<file path="config.mk">
export PLATFORM = sky130hd
export DESIGN_NAME = mac_layer_ctrl
export DESIGN_NICKNAME = d
export VERILOG_FILES = /design/src/rtl/mac_layer_ctrl.sv
export SDC_FILE = /design/constraint.sdc
export NUM_CORES = 1
export LEC_CHECK = 0
export BUFFER_PORTS_ARGS = -buffer_cell sky130_fd_sc_hd__buf_4
export CORE_MARGIN = 1.5
export CORE_UTILIZATION = 60
export CTS_CLUSTER_SIZE = 14
export DETAILED_ROUTE_END_ITERATION = 10
export PLACE_DENSITY = 0.85
export SYNTH_ARGS = -nofsm -noshare
export SYNTH_HDL_FRONTEND = slang
export SYNTH_SLANG_ARGS = --single-unit
</file>
<file path="constraint.sdc">
create_clock -name clk -period 4.9 [get_ports clk]
set_input_delay 0.49 -clock clk [delete_from_list [all_inputs] [get_ports clk]]
set_output_delay 0.49 -clock clk [all_outputs]
set_load 0.05 [all_outputs]
</file>
<file path="src/rtl/mac_layer_ctrl.sv">
// Layer controller for the 64-lane mac datapath: streams chunk addresses per neuron,
// accumulates the mac results with saturation and writes one value per neuron.
module mac_layer_ctrl #(
    parameter int NUM_NEURONS = 10,
    parameter int NUM_CHUNKS  = 13,
    parameter int MAC_LATENCY = 2,
    parameter int DADDR_W     = 4,
    parameter int WADDR_W     = 8,
    parameter int OADDR_W     = 4
) (
    input  logic               clk,
    input  logic               reset,
    input  logic               start,
    output logic               busy,
    output logic               done,
    output logic               mem_re,
    output logic [DADDR_W-1:0] data_addr,
    output logic [WADDR_W-1:0] weight_addr,
    input  logic [15:0]        mac_result,
    output logic               out_we,
    output logic [OADDR_W-1:0] out_addr,
    output logic [15:0]        out_data
);

    localparam int D   = 1 + MAC_LATENCY;
    localparam int DCW = (D > 1) ? $clog2(D) : 1;

    typedef enum logic [2:0] {IDLE, FETCH, DRAIN, WRITE, DONE} state_t;

    state_t             state;
    state_t             state_next;
    logic [DADDR_W-1:0] k;
    logic [DADDR_W-1:0] k_hold;
    logic [WADDR_W-1:0] w;
    logic [WADDR_W-1:0] w_hold;
    logic [OADDR_W-1:0] n;
    logic [DCW-1:0]     dcnt;
    logic [15:0]        acc;
    logic [D-1:0]       tag;
    logic [16:0]        sum;
    logic               last_chunk;
    logic               last_neuron;
    logic               last_drain;

    assign last_chunk  = (k == DADDR_W'(NUM_CHUNKS - 1));
    assign last_neuron = (n == OADDR_W'(NUM_NEURONS - 1));
    assign last_drain  = (dcnt == DCW'(D - 1));
    assign sum         = {1'b0, acc} + {1'b0, mac_result};

    always_ff @(posedge clk or posedge reset) begin
        if (reset) state <= IDLE;
        else       state <= state_next;
    end

    always_comb begin
        state_next = state;
        case (state)
            IDLE:    if (start) state_next = FETCH;
            FETCH:   if (last_chunk) state_next = DRAIN;
            DRAIN:   if (last_drain) state_next = WRITE;
            WRITE:   state_next = last_neuron ? DONE : FETCH;
            DONE:    state_next = IDLE;
            default: state_next = IDLE;
        endcase
    end

    // The running weight address walks n*NUM_CHUNKS+k without a multiplier, since
    // every neuron's FETCH follows straight on from the previous one.
    always_ff @(posedge clk or posedge reset) begin
        if (reset) begin
            k      <= '0;
            k_hold <= '0;
            w      <= '0;
            w_hold <= '0;
            n      <= '0;
            dcnt   <= '0;
            acc    <= '0;
            tag    <= '0;
        end else begin
            tag[0] <= mem_re;
            for (int i = 1; i < D; i++) tag[i] <= tag[i-1];
            if (tag[D-1]) acc <= sum[16] ? 16'hFFFF : sum[15:0];
            case (state)
                IDLE: begin
                    if (start) begin
                        k    <= '0;
                        w    <= '0;
                        n    <= '0;
                        acc  <= '0;
                        dcnt <= '0;
                    end
                end
                FETCH: begin
                    k_hold <= k;
                    w_hold <= w;
                    w      <= w + 1'b1;
                    dcnt   <= '0;
                    if (!last_chunk) k <= k + 1'b1;
                end
                DRAIN: dcnt <= dcnt + 1'b1;
                WRITE: begin
                    acc <= '0;
                    k   <= '0;
                    if (!last_neuron) n <= n + 1'b1;
                end
                default: ;
            endcase
        end
    end

    assign busy        = (state != IDLE);
    assign done        = (state == DONE);
    assign mem_re      = (state == FETCH);
    assign out_we      = (state == WRITE);
    assign data_addr   = mem_re ? k : k_hold;
    assign weight_addr = mem_re ? w : w_hold;
    assign out_addr    = out_we ? n : '0;
    assign out_data    = out_we ? acc : '0;

endmodule

</file>
### Yosys cells after proc, flatten, opt, wreduce, memory -nomap -nowiden

Index checks and enable logic that the tools add are counted.

| storage, ports and cells | value |
|---|---|
| register bits after elaboration | 52 |
| bits of input ports | 19 |
| output and inout bits | 36 |
| word-level logic and storage cells | 59 |

| cells by class | value |
|---|---|
| reduce and logical (&&, ||, !) cells | 11 |
| $add $sub $neg | 5 |
| equal/unequal tests | 12 |
| muxes and demuxes | 22 |

Operators by type and width:

| kind | number |
|---|---|
| $mux 16 | 4 |
| $pmux 16 s2 | 1 |
| $mux 4 | 5 |
| $add 16x16->17 | 1 |
| $mux 8 | 2 |
| $pmux 8 s2 | 1 |
| $mux 3 | 4 |
| $pmux 3 s4 | 1 |
| $pmux 4 s3 | 1 |
| $reduce_and 3->1 | 3 |
| $reduce_bool 3->1 | 3 |
| $add 4x1->4 const B | 2 |
| $add 8x1->8 const B | 1 |
| $eq 4x4->1 const B | 2 |
| $ne 2x2->1 const B | 4 |
| $pmux 4 s2 | 1 |
| $eq 3x2->1 const B | 2 |
| $pmux 2 s3 | 1 |
| $reduce_and 2->1 | 2 |
| $reduce_bool 2->1 | 2 |
| $eq 3x1->1 const B | 1 |
| $eq 3x3->1 const B | 1 |
| $logic_not 3->1 | 1 |
| $add 2x1->2 const B | 1 |
| 3 further kinds | 3 |

### Logic depth before layout (Yosys ltp)

| logic depth | value |
|---|---|
| depth in word-level cells | 5 |
| mapped depth | 9 |
| depth with buffers taken out | 8 |

### Worst setup path after synthesis

Ideal clock, no wire load.

| path | value |
|---|---|
| kind | register to output |
| start | register state[0] |
| end | output data_addr[0] |
| arrival time | 2130 ps |
| stages on the path, launching flop included | 5 |
| buffers on the path | 2 |
| data required time | 4410 ps |
| path slack | 2280 ps |
| cell sequence | dfrtp_1 > clkbuf_1 > nand2_1 > clkbuf_1 > o21ai_0 |

| on the way | value |
|---|---|
| cells in the longest elaborated chain, start to end | 2 |

RTL lines:

| element | RTL line | source |
|---|---|---|
| from (decl) | 30 | `state_t state;` |
| from (signal assigned) | 52 | `else state <= state_next;` |
| $eq 3x1->1 | 113 | `assign mem_re = (state == FETCH);` |
| $mux 4 | - |  |
| to (decl) | 17 | `output logic [DADDR_W-1:0] data_addr,` |

Every way passes these cells.

### Final worst setup path

| path | value |
|---|---|
| start | register state[0] |
| end | output weight_addr[2] |

| on the way | value |
|---|---|
| cells in the longest elaborated chain, start to end | 2 |

RTL lines:

| element | RTL line | source |
|---|---|---|
| $eq 3x1->1 | 113 |  |
| $mux 8 | - |  |
| to (decl) | 18 | `output logic [WADDR_W-1:0] weight_addr,` |

Every way passes these cells.

==> metrics.csv <==
stage;metric;value;unit
status;outcome;finished, final reports clean;
synth;Syn Inst Count;351;
timing;Tmin final;3.133;ns
clocking;clock-pin slew on the worst setup and hold paths;0.10;ns
clocking;CTS tree;done;
global_route;GR Overflow Total;0;
timing;Max transition margin;29.76;%
synth;post-synthesis cell type count;39;
placement;dpl cells;460;
synth;syn_nets;393;
synth;Mean Syn Cell Area;8.744;µm²
floorplanning;core area;4817;µm²
floorplanning;chip width;74.52;µm
detailed_routing;first-pass iteration count of the detailed router;4;
global_route;vias in the first global route;2436;
timing;RSZ-0062 raised after global routing;false;
global_route;first-pass GRT wire length;10.86;mm
setup_path;Crit Path Max Fanout;24;
synth;Mapped Area;3069;µm²
clocking;setup bufs post-CTS;0;
finish;Antenna diodes;0;
clocking;clk sink count;52;
finish;Area Growth Syn to Fin;17.28;%
setup_path;worst path arrival time;2.64;ns
floorplanning;I/O Pins;55;
finish;nets@finish;442;
detailed_routing;ANT nets after route;0;
detailed_routing;WL final;6.544;mm
clocking;TritonCTS buffer count;5;
floorplanning;Die Area;5553;µm²
setup_path;R2R setup slack;2.12;ns
global_route;initial antenna violation count;0;
synth;Post-synth EDFFs;0;
setup_path;CP Capture Type;output port;
clocking;Hold Buf Count CTS;0;
detailed_routing;vias;2642;
clocking;CTS H-Tree Depth;2;
floorplanning;Initial Util;63.71;%
synth;ys flop type;dfrtp_1;
synth;Async SR Flop Fraction;100.0;%
timing;Fin Setup TNS;0;ns
detailed_routing;drc violations;0;
floorplanning;die height;74.52;µm
placement;post-place setup slack;1.923;ns
placement;placed cell area;3508;µm²
power_and_ir_drop;Worst VDD drop;0.5733;mV
setup_path;Req. time, crit path;4.41;ns
timing;Fin Clk Skew;0.009717;ns
placement;dpl hpwl;4.655;mm
timing;Tcrit/Tclk final;63.94;%
finish;ratio of cells with drive above 1 in the final layout;17.46;%
placement;routability congestion estimate;0.9046;
global_route;Total GRT Usage;25.70;%
clocking;# resized after CTS;0;
finish;Final Cell Area;3600;µm²
power_and_ir_drop;Design Power;2.393;mW
timing;Worst Tran Pin Value;1.052;ns
power_and_ir_drop;Pwr Density;664.7;nW/µm²
flow_run;Max-cap violations;0;
synth;top post-synthesis cells by area;dfrtp_1 (42%), ha_1 (9.0%), o21ai_0 (6.8%);
clocking;worst skew pair latency;0.31;ns
synth;warnings from Yosys;0;
timing;setup ws final;1.767;ns
finish;final core occ;74.73;%
timing;hold slack final;0.3535;ns
min_path;Hold Path Class;register to register;
synth;register area share after synthesis;42.40;%
synth;area leader, netlist;dfrtp_1;
floorplanning;cell row count;25;
setup_path;crit start category;register;
setup_path;crit path kind;register to output port;
clocking;maximum clock path buffer count;2;
global_route;largest net degree at the start of global routing;53;
timing;Final Hold Viols;0;
finish;Non-Filler Instances;468;
timing;Slew Limit Fails;0;
detailed_routing;vias per cell;5.645;
power_and_ir_drop;Leakage;1.741;nW
placement;PortBufs;54;
timing;Max Freq;319.2;MHz
timing;number of setup violations in the final report;0;
detailed_routing;routed length per instance;13.98;µm
synth;#FFs+latches synth;52;
synth;share of the synthesized area in the top cell type;42.40;%
clocking;Root Driver;clkbuf_8;
detailed_routing;drt initial violations;166;
[layout make-up]
| cell class | instances | area [µm²] |
|---|---|---|
| clock buffers | 5 | 68.82 |
| clock inverters | 3 | 22.52 |
| fillers | 387 | 1217 |
| inverters | 16 | 60.06 |
| multi-input cells | 270 | 1650 |
| flip-flops and latches | 52 | 1301 |
| well taps | 67 | 83.83 |
| repair buffers | 55 | 412.9 |
[flip-flops by register name, summed over array words and instances (netlist names)]
signal,count
dcnt,2
n,4
k,4
w,8
acc,16
k_hold,4
w_hold,8
tag,3
state,3
[cell families after synthesis]
logic type      after synthesis  synth area share (%)
simple gates                131                 19.93
fa+ha+maj                    23                 9.621
buf+inv                      29                 3.832
mux                           1                0.3261
xor+xnor                     18                 5.137
compound gates               97                 18.75
flops                        52                 42.40
[Yosys cell counts (2+ instances only)]
master    count
nor2_1       22
dfrtp_1      52
ha_1         22
nand3_1      12
nand2b_1      3
and3_1        2
xor2_1        9
inv_1        15
o21bai_1      2
a211oi_1      3
a21o_1        6
o21ai_0      42
clkbuf_1     11
nand2_1      54
xnor2_1       9
a31oi_1       5
nor3_1        9
nand4_1       2
and2_1       22
a21oi_1      30
[worst paths after layout]
kind,startpoint,to,depth (start not counted)
setup reg to reg,acc[0],acc[11],8
max in group asynchronous,reset,k_hold[1],2
min in group asynchronous,reset,acc[8],2
setup / recovery,state[0],weight_addr[2],5
hold reg to reg,tag[1],tag[2],0
hold / removal,tag[1],tag[2],0
[report_power, final]
part           total [mW]  leakage, nW  internal, mW  switching (mW)
registers           0.736        0.632         0.597           0.139
logic                1.41         1.06         0.489           0.916
clock network       0.252       0.0485         0.103           0.149
total                2.39         1.74          1.19            1.20
[critical path: stages (launching register included)]
cell      delay, ns
dfrtp_1        0.51
nand2_1        0.57
clkinv_1       0.71
nand2_1        0.23
nand2_1        0.10
buf_4          0.20
[layer usage]
metal	share of wire (%)	global-route usage, %
met1	48	34.51
met5	0	0
met2	46	42.16
met4	1.7	8.889
met3	4.4	4.743
[placed cells by master (no fill, tap or decap), types with 9 or more instances in the layout]
cell type	count
a21oi_1	30
and2_1	22
buf_4	55
dfrtp_1	52
ha_1	22
inv_1	14
nand2_1	54
nand3_1	12
nor2_1	22
nor3_1	9
o21ai_0	42
xnor2_1	9
xor2_1	9
(Power assumes the default switching activity.)
